===== src/rtl/handball_pkg.sv =====
// Shared types and constants for the handball display sequencer.
// The period shrink step is used only when HANDBALL_SPEEDUP_EN is defined.
package handball_pkg;

    typedef enum logic [2:0] {
        ST_IDLE,
        ST_SERVE,
        ST_MOVE_R,
        ST_MOVE_L,
        ST_MISS,
        ST_OVER
    } state_t;

    localparam logic [1:0] SEL_HOLD = 2'b00;
    localparam logic [1:0] SEL_SHR  = 2'b01;
    localparam logic [1:0] SEL_SHL  = 2'b10;
    localparam logic [1:0] SEL_LOAD = 2'b11;

    localparam logic [7:0] BALL_L = 8'h80;
    localparam logic [7:0] BALL_R = 8'h01;

    // An eighth of the base period, but never zero so short periods still shrink.
    function automatic logic [15:0] speedup_step(input logic [15:0] div);
        logic [15:0] s;
        s = div >> 3;
        speedup_step = (s == 16'd0) ? 16'd1 : s;
    endfunction

endpackage


===== src/rtl/handball_tick_gen.sv =====
// Ball step period counter: counts 0..period-1 and pulses tick on the last count.
// A restart forces the count back to 0 so a fresh serve gets a full first period.
module handball_tick_gen (
    input  logic        clk,
    input  logic        rst,
    input  logic        restart,
    input  logic [15:0] period,
    output logic        tick
);

    logic [15:0] cnt;

    // >= keeps the counter bounded if the period shrinks below the current count
    assign tick = (cnt >= period - 16'd1);

    always_ff @(posedge clk) begin
        if (rst || restart) begin
            cnt <= 16'd0;
        end else if (tick) begin
            cnt <= 16'd0;
        end else begin
            cnt <= cnt + 16'd1;
        end
    end

endmodule


===== src/rtl/handball_ctrl.sv =====
// Handball game sequencer: drives the 8-bit bidirectional shift register ball display.
// Optional feature macro: HANDBALL_SPEEDUP_EN (returns shorten the step period).
module handball_ctrl
    import handball_pkg::*;
#(
    parameter logic [15:0] TICK_DIV  = 16'd50000,
    parameter logic [15:0] MIN_DIV   = 16'd12500,
    parameter logic [3:0]  WIN_SCORE = 4'd9
) (
    input  logic       CK,
    input  logic       CLEAR,
    input  logic       START,
    input  logic       PL,
    input  logic       PR,
    input  logic [7:0] SROUT,
    output logic [1:0] SEL,
    output logic [7:0] SRIN,
    output logic       SIL,
    output logic       SIR,
    output logic       SR_CLEAR_N,
    output logic [3:0] SCORE_L,
    output logic [3:0] SCORE_R,
    output logic       GAME_OVER
);

    state_t      state, state_n;
    logic [1:0]  sel_n;
    logic [7:0]  srin_n;
    logic        clr_n_n;
    logic [3:0]  score_l_n, score_r_n;
    logic        over_n;
    logic        srv_left, srv_left_n;
    logic        pt_left, pt_left_n;
    logic        hit_l, hit_r, hit_l_n, hit_r_n;
    logic        start_q, pl_q, pr_q;
    logic        start_e, pl_e, pr_e;
    logic        hl, hr;
    logic        restart, ret, tick;
    logic [3:0]  cur_score, new_score;
    logic [15:0] period;

    assign SIL = 1'b0;
    assign SIR = 1'b0;

    assign start_e = START & ~start_q;
    assign pl_e    = PL & ~pl_q;
    assign pr_e    = PR & ~pr_q;

    handball_tick_gen u_tick (
        .clk    (CK),
        .rst    (CLEAR),
        .restart(restart),
        .period (period),
        .tick   (tick)
    );

`ifdef HANDBALL_SPEEDUP_EN
    localparam logic [15:0] STEP = speedup_step(TICK_DIV);
    logic [15:0] period_n;

    always_comb begin
        period_n = period;
        if (restart) begin
            period_n = TICK_DIV;
        end else if (ret) begin
            period_n = (period >= MIN_DIV + STEP) ? period - STEP : MIN_DIV;
        end
    end

    always_ff @(posedge CK) begin
        if (CLEAR) begin
            period <= TICK_DIV;
        end else begin
            period <= period_n;
        end
    end
`else
    logic unused_cfg;
    assign period     = TICK_DIV;
    assign unused_cfg = ret ^ (^MIN_DIV);
`endif

    always_comb begin
        state_n    = state;
        sel_n      = SEL_HOLD;
        srin_n     = SRIN;
        clr_n_n    = 1'b1;
        score_l_n  = SCORE_L;
        score_r_n  = SCORE_R;
        over_n     = GAME_OVER;
        srv_left_n = srv_left;
        pt_left_n  = pt_left;
        hit_l_n    = hit_l;
        hit_r_n    = hit_r;
        restart    = 1'b0;
        ret        = 1'b0;
        hl         = hit_l | (pl_e && SROUT == BALL_L);
        hr         = hit_r | (pr_e && SROUT == BALL_R);
        cur_score  = pt_left ? SCORE_L : SCORE_R;
        new_score  = (cur_score < WIN_SCORE) ? cur_score + 4'd1 : cur_score;

        // Presses only count while the ball sits on that player's end
        if (state == ST_MOVE_R || state == ST_MOVE_L) begin
            if (pl_e && SROUT == BALL_L) hit_l_n = 1'b1;
            if (pr_e && SROUT == BALL_R) hit_r_n = 1'b1;
        end
        if (tick) begin
            hit_l_n = 1'b0;
            hit_r_n = 1'b0;
        end

        unique case (state)
            ST_IDLE: begin
                if (start_e) begin
                    sel_n      = SEL_LOAD;
                    srin_n     = BALL_L;
                    srv_left_n = 1'b1;
                    state_n    = ST_SERVE;
                end
            end
            ST_SERVE: begin
                if (srv_left && pl_e) begin
                    state_n = ST_MOVE_R;
                    restart = 1'b1;
                end else if (!srv_left && pr_e) begin
                    state_n = ST_MOVE_L;
                    restart = 1'b1;
                end
                if (restart) begin
                    hit_l_n = 1'b0;
                    hit_r_n = 1'b0;
                end
            end
            ST_MOVE_R: begin
                if (tick) begin
                    if (SROUT == BALL_R && hr) begin
                        sel_n   = SEL_SHL;
                        state_n = ST_MOVE_L;
                        ret     = 1'b1;
                    end else if (SROUT == BALL_R || SROUT == 8'h00) begin
                        clr_n_n   = 1'b0;
                        pt_left_n = 1'b1;
                        state_n   = ST_MISS;
                    end else begin
                        sel_n = SEL_SHR;
                    end
                end
            end
            ST_MOVE_L: begin
                if (tick) begin
                    if (SROUT == BALL_L && hl) begin
                        sel_n   = SEL_SHR;
                        state_n = ST_MOVE_R;
                        ret     = 1'b1;
                    end else if (SROUT == BALL_L || SROUT == 8'h00) begin
                        clr_n_n   = 1'b0;
                        pt_left_n = 1'b0;
                        state_n   = ST_MISS;
                    end else begin
                        sel_n = SEL_SHL;
                    end
                end
            end
            ST_MISS: begin
                if (pt_left) score_l_n = new_score;
                else         score_r_n = new_score;
                if (new_score == WIN_SCORE) begin
                    over_n  = 1'b1;
                    state_n = ST_OVER;
                end else begin
                    // The player who missed serves the next ball
                    sel_n      = SEL_LOAD;
                    srin_n     = pt_left ? BALL_R : BALL_L;
                    srv_left_n = ~pt_left;
                    state_n    = ST_SERVE;
                end
            end
            ST_OVER: begin
                if (start_e) begin
                    score_l_n  = 4'd0;
                    score_r_n  = 4'd0;
                    over_n     = 1'b0;
                    sel_n      = SEL_LOAD;
                    srin_n     = BALL_L;
                    srv_left_n = 1'b1;
                    state_n    = ST_SERVE;
                end
            end
            default: state_n = ST_IDLE;
        endcase
    end

    always_ff @(posedge CK) begin
        if (CLEAR) begin
            state      <= ST_IDLE;
            SEL        <= SEL_HOLD;
            SRIN       <= 8'h00;
            SR_CLEAR_N <= 1'b0;
            SCORE_L    <= 4'd0;
            SCORE_R    <= 4'd0;
            GAME_OVER  <= 1'b0;
            srv_left   <= 1'b1;
            pt_left    <= 1'b0;
            hit_l      <= 1'b0;
            hit_r      <= 1'b0;
            start_q    <= 1'b0;
            pl_q       <= 1'b0;
            pr_q       <= 1'b0;
        end else begin
            state      <= state_n;
            SEL        <= sel_n;
            SRIN       <= srin_n;
            SR_CLEAR_N <= clr_n_n;
            SCORE_L    <= score_l_n;
            SCORE_R    <= score_r_n;
            GAME_OVER  <= over_n;
            srv_left   <= srv_left_n;
            pt_left    <= pt_left_n;
            hit_l      <= hit_l_n;
            hit_r      <= hit_r_n;
            start_q    <= START;
            pl_q       <= PL;
            pr_q       <= PR;
        end
    end

endmodule

===== config.mk =====
export PLATFORM = sky130hd
export DESIGN_NAME = handball_ctrl
export DESIGN_NICKNAME = d
export VERILOG_FILES = /design/src/rtl/handball_pkg.sv /design/src/rtl/handball_tick_gen.sv /design/src/rtl/handball_ctrl.sv
export SDC_FILE = /design/constraint.sdc
export NUM_CORES = 1
export LEC_CHECK = 0
export CAP_MARGIN = 20
export CORE_MARGIN = 5
export CORE_UTILIZATION = 53
export DETAILED_ROUTE_END_ITERATION = 10
export GPL_TIMING_DRIVEN = 0
export HOLD_SLACK_MARGIN = 0.12
export PLACE_DENSITY = 0.79
export SLEW_MARGIN = 20
export SYNTH_ARGS = -nofsm -noshare
export SYNTH_HDL_FRONTEND = slang
export SYNTH_SLANG_ARGS = --single-unit

===== constraint.sdc =====
create_clock -name CK -period 3.6 [get_ports CK]
set_clock_uncertainty 0.15 [all_clocks]
set_input_delay 0.72 -clock CK [delete_from_list [all_inputs] [get_ports CK]]
set_output_delay 0.72 -clock CK [all_outputs]
set_load 0.02 [all_outputs]

---- After elaboration in Yosys (flattened, before gate mapping) ----
Index checks and enable logic that the tools add are counted.
Widths: inputs -> output; s select.
operators by class
  bitwise gates (word level) .............. 9
  reductions and logical operators ........ 24
  eq/ne operators ......................... 23
  magnitude comparators ................... 2
  multiplexer cells ....................... 65
  add/sub/neg operators ................... 2
operators with widths
  cell                   count
  $mux 1                 31
  $mux 3                 10
  $mux 8                 3
  $mux 4                 5
  $ne 2x2->1 const B     9
  $add 16x1->16 const B  1
  $ge 16x16->1 const B   1
  $pmux 4 s2             2
  $pmux 8 s2             1
  $pmux 3 s5             1
  $mux 2                 7
  $reduce_and 3->1       4
  $eq 8x1->1 const B     1
  $eq 8x8->1 const B     1
  $logic_not 8->1        1
  $pmux 1 s2             4
  $pmux 2 s4             1
  $reduce_and 7->1       1
  $eq 3x2->1 const B     2
  $eq 3x3->1 const B     2
  $logic_and 1x1->1      6
  $ne 2x1->1 const B     3
  $ne 3x1->1 const B     2
  $reduce_and 6->1       1
  other kinds (13)       25
storage, ports and cells
  logic and storage cells ................. 140
  output and inout port bits .............. 22
  input port bits ......................... 13
  register bits ........................... 46

---- Logic depth before layout (Yosys ltp) ----
  depth in word-level cells ............... 9
  mapped depth ............................ 10
  mapped depth without buffers ............ 9

---- Cells and area by module ----
From an unflattened synthesis, not the netlist that was laid out.
unflattened totals
  cell total of the unflattened synthesis .. 341
  area, all modules ....................... 2802.7 um^2
modules (own cells, without submodules)
  module             area each (um^2)  sequential area each (um^2)  cells an instance  instances
  handball_ctrl      1505.2            480.5                        186                1
  handball_tick_gen  1297.5            320.3                        155                1

---- Worst setup path before layout ----
OpenSTA, ideal clock, no wires.
  path type ............................... register to register
  start ................................... register pt_left
  end ..................................... register SRIN[0]
  buffers on the path ..................... 1
  path slack .............................. 0.892 ns
  setup time .............................. 0.121 ns
  stages on the path, launching flop included .. 11
  required time ........................... 3.329 ns
  data arrival time ....................... 2.437 ns
  path through ............................ dfxtp_1 buf_2 mux2_2 inv_1 ha_1 nor2b_1 o22a_4 or3_4 o31ai_4 a2bb2oi_4 mux2_4
between the ends
  cells in the longest elaborated chain, start to end .. 6
  elaborated cells between the ends (all ways) .. 10
RTL lines
  element                                           RTL line              text
  from (decl)                                       handball_ctrl.sv:33   logic pt_left, pt_left_n;
  from (signal assigned)                            handball_ctrl.sv:218  pt_left <= pt_left_n;
  $mux 4                                            handball_ctrl.sv:99   cur_score = pt_left ? SCORE_L : SCORE_R;
  $add 4x1->4 / $lt 4x4->1 (equally long branches)  handball_ctrl.sv:100  new_score = (cur_score < WIN_SCORE) ? cur_score + 4'd1 : cur_score;
  $mux 4                                            handball_ctrl.sv:100
  $eq 4x4->1                                        handball_ctrl.sv:167  if (new_score == WIN_SCORE) begin
  $ne 2x2->1 (no source line)                       -
  $reduce_and 3->1 (no source line)                 -
  to (signal assigned)                              handball_ctrl.sv:212  SRIN <= srin_n;
  to (decl)                                         handball_ctrl.sv:17   output logic [7:0] SRIN,
Several ways; a longest one is shown, not always the timed one. The select of a mux whose other input is x is not followed.
A chain may end at the register's enable or synchronous reset.

---- Worst setup path in the final report ----
  start ................................... register pt_left
  end ..................................... register SRIN[7]
The elaborated chain is that of the path after synthesis.

==> summary.md <==
| Metric | Value |
|---|---|
| Main combinational cell family by area after synthesis | simple AND/OR/NAND/NOR gates |
| Clock insertion delay at the later pin of the skew report | 0.30 ns |
| Mapped Avg Cell Area | 8.55 sq um |
| Reported max-cap violation count | 0 |
| HP Class | reg2reg |
| GR Util All Layers | 0.167 |
| DRC violation total after the first TritonRoute iteration | 84 |
| Synthesized-area fraction occupied by and/or/nand/nor cells | 0.245 |
| Half-perimeter wire length of the detailed placement result | 3.21 mm |
| Antenna viol nets, final | 0 |
| Deepest level of the CTS H-tree | 2 |
| Die area | 5400 sq um |
| Wire length of the first global-routing pass | 7.20 mm |
| R2R Path Start | pt_left$_SDFFE_PP0P_ |
| Core Area | 3940 sq um |
| Most common library cells after synthesis | sky130_fd_sc_hd__nor2_1, sky130_fd_sc_hd__dfxtp_1, sky130_fd_sc_hd__nand2_1 |
| Largest fanout on the critical path | 10 |
| Area delta synth->final | 21.5% |
| CTS tree | done |
| Ratio of cells with drive above 1 in the final layout | 0.117 |
| TritonCTS sink count | 40 |
| Arithmetic-cell share of the synthesized area counting full adders, half adders and majority gates | 0.0176 |
| Number of warning messages in the yosys log | 0 |
| Area of the mapped netlist | 2140 sq um |
| Required time worst endpoint | 3.64 ns |
| Library cells used by synthesis | 52 |
| Setup TNS after final layout | 0 ns |
| Synthesized instance count | 250 |
| Ant. Diodes | 0 |
| Initial standard-cell utilization of the core | 0.542 |
| Congestion Overflow GR | 0 |
| Ratio of routed vias to standard cells | 5.32 |
| Post-CTS setup buffer count | 0 |
| Hold WS | 0.314 ns |
| CTS clock-pin slew for the worst setup and hold paths | 0.09 ns |
| Leak | 1.01 nW |
| P per Cell Area | 452 nW/um^2 |
| IR drop worst, VDD | 0.279 mV |
| Async set or reset register ratio after synthesis | 0 |
| Final worst path period share | 0.822 |
| Min-Delay Startpoint | GAME_OVER$_SDFFE_PP0P_ |
| Hold-fix buffers at CTS | 0 |
| Start point of the critical path | pt_left$_SDFFE_PP0P_ |
| Worst Max-Slew Pin Slew | 0.596 ns |
| Total via count in the routed design | 1,815 |
| Sequential area share after synthesis | 0.375 |
| Vias in the first global route | 1,666 |
| WP data arrival | 3.00 ns |
| Seq cells post-synth | 40 |
| Tightest slew margin relative to the limit | 0.603 |
| Inserted Clock Buffers | 5 |
| Hold Fails Final Rpt | 0 |
| Setup repair after global routing missed its margin | false |
| Die extent in y | 73.5 um |
| First drt pass iteration count | 4 |
| Worst setup slack for register-to-register paths | 0.64 ns |
| Number of input and output port buffers inserted | 26 |
| Aggregate routed wire length | 4.21 mm |
| Number of enable-type register cells in the synthesized netlist | 0 |
| Crit start category | flop |
| Final weighted congestion in routability-driven placement | 0.899 |
| Post-detailed-route DRC marker count | 0 |
| Clock root buffer | sky130_fd_sc_hd__clkbuf_8 |
| Maximum number of pins on one net before global-route repair | 14 |
| Share of synthesized area spent on multiplexers | 0.0667 |
| Crit path kind | reg2reg |
| Cell type with the largest total area after synthesis | sky130_fd_sc_hd__dfxtp_1 |
| Number of nets in the final layout | 306 |
| Xor/xnor cell area share of the yosys netlist | 0.0574 |
| Result of the run | completed |
| Number of pins with negative max-slew slack in the final report | 0 |
| Final worst path period need | 2.96 ns |
| Synth Area in Compound Gates | 0.173 |
| Number of resized instances in the post-cts repair step | 0 |
| Routed wire length per instance | 12.3 um |
| Fraction of post-synthesis cell area in the top cell type by area | 0.375 |
| Worst setup EP type | flop |
| Max clock buf depth | 2 |
| Number of primary I/O pins | 35 |
| Number of placement rows | 23 |
| Most frequent cell after synthesis | sky130_fd_sc_hd__nor2_1 |
| Width of the die | 73.5 um |
| Initial antenna violation count | 0 |
| Peak clock frequency supported by timing | 338 MHz |
| Top_reg_cell synth | sky130_fd_sc_hd__dfxtp_1 |
| Final setup violation count | 0 |
| Ranking of synthesized cells by area | sky130_fd_sc_hd__dfxtp_1, sky130_fd_sc_hd__nor2_1, sky130_fd_sc_hd__mux2i_1 |
-- cell type report --
class / instances / area [sq um]
inverters: 12 / 45.0
clock inverters: 3 / 42.5
multi-input cells: 190 / 1230
clock buffers: 5 / 68.8
fillers: 328 / 1350
repair buffers: 26 / 260
flip-flops and latches: 40 / 801
well taps: 50 / 62.6
plain buffers: 15 / 91.3
-- through the flow --
stage               power [mW]  area, sq um  std cells   util  setup slack [ns]
floorplan                0.731         2160        257      -             0.892
global placement         0.810         2490        333  0.631             0.677
detailed placement       0.813         2490        333  0.631             0.669
CTS                       1.18         2600        341  0.659             0.644
global route              1.24         2600        341  0.659             0.460
finish                    1.17         2600        341  0.659             0.640
-- final timing paths --
path                                                to  depth (start not counted)
worst max-delay path              SRIN[7]$_SDFFE_PP0P_                          9
worst min-delay path            GAME_OVER$_SDFFE_PP0P_                          2
worst max register to register    SRIN[7]$_SDFFE_PP0P_                          9
worst min register to register  GAME_OVER$_SDFFE_PP0P_                          2
-- worst max-delay path: stages, from the launching register on --
cell	delay (ns)
sky130_fd_sc_hd__dfxtp_1	0.46
sky130_fd_sc_hd__buf_2	0.29
sky130_fd_sc_hd__mux2_2	0.39
sky130_fd_sc_hd__inv_1	0.08
sky130_fd_sc_hd__ha_1	0.26
sky130_fd_sc_hd__nor4bb_1	0.26
sky130_fd_sc_hd__o21ai_1	0.15
sky130_fd_sc_hd__o31ai_4	0.26
sky130_fd_sc_hd__a2bb2oi_4	0.24
sky130_fd_sc_hd__mux2_4	0.31
-- sequential cells by signal, summed over array words and instances, names as in the netlist --
name / count
SEL: 2
u_tick.cnt: 16
pl_q: 1
SR_CLEAR_N: 1
SRIN: 2
SCORE_R: 4
start_q: 1
SCORE_L: 4
srv_left: 1
hit_r: 1
GAME_OVER: 1
hit_l: 1
state: 3
pr_q: 1
pt_left: 1
-- routing by layer --
layer / wire length (um) / share of wire / global-route usage / up-vias
li1: - / - / - / 944
met1: 1990 / 0.47 / 0.215 / 833
met2: 2000 / 0.48 / 0.271 / 34
met3: 189 / 0.045 / 0.0506 / 4
met4: 24 / 0.0057 / 0.0443 / 0
met5: 0 / 0 / 0 / -
-- power by group --
part	internal [mW]	switching, mW
Sequential	0.472	0.0151
Clock	0.205	0.165
Combinational	0.134	0.183
-- logic make-up after synthesis --
family                     Yosys count
and+or+nand+nor                    103
AOI/OAI and AO/OA                   49
DFF                                 40
buffers and inverters               27
xor gates and xnor gates            14
muxes                               13
adders and majority gates            3
other                                1
-- cell usage in the layout (no fill, tap or decap), drive strengths merged, types with 2 or more instances in the layout --
cell	synthesis	final
a211o	2	2
a211oi	3	3
a21o	2	2
a21oi	13	13
a311oi	2	2
a31oi	5	5
a41oi	2	2
and2	2	2
and3	4	4
buf	12	12
clkbuf	3	8
clkdlybuf4s50	0	26
conb	1	8
dfxtp	40	40
ha	3	3
inv	12	12
mux2	4	4
mux2i	9	9
nand2	15	15
nand2b	3	3
nand3	7	7
nand4	3	3
nor2	41	41
nor2b	12	12
nor3	6	6
nor4	3	3
o21ai	9	9
o31ai	2	2
or4	2	2
xnor2	6	6
xor2	8	8
No activity file was read; power rests on OpenSTA's default activity.
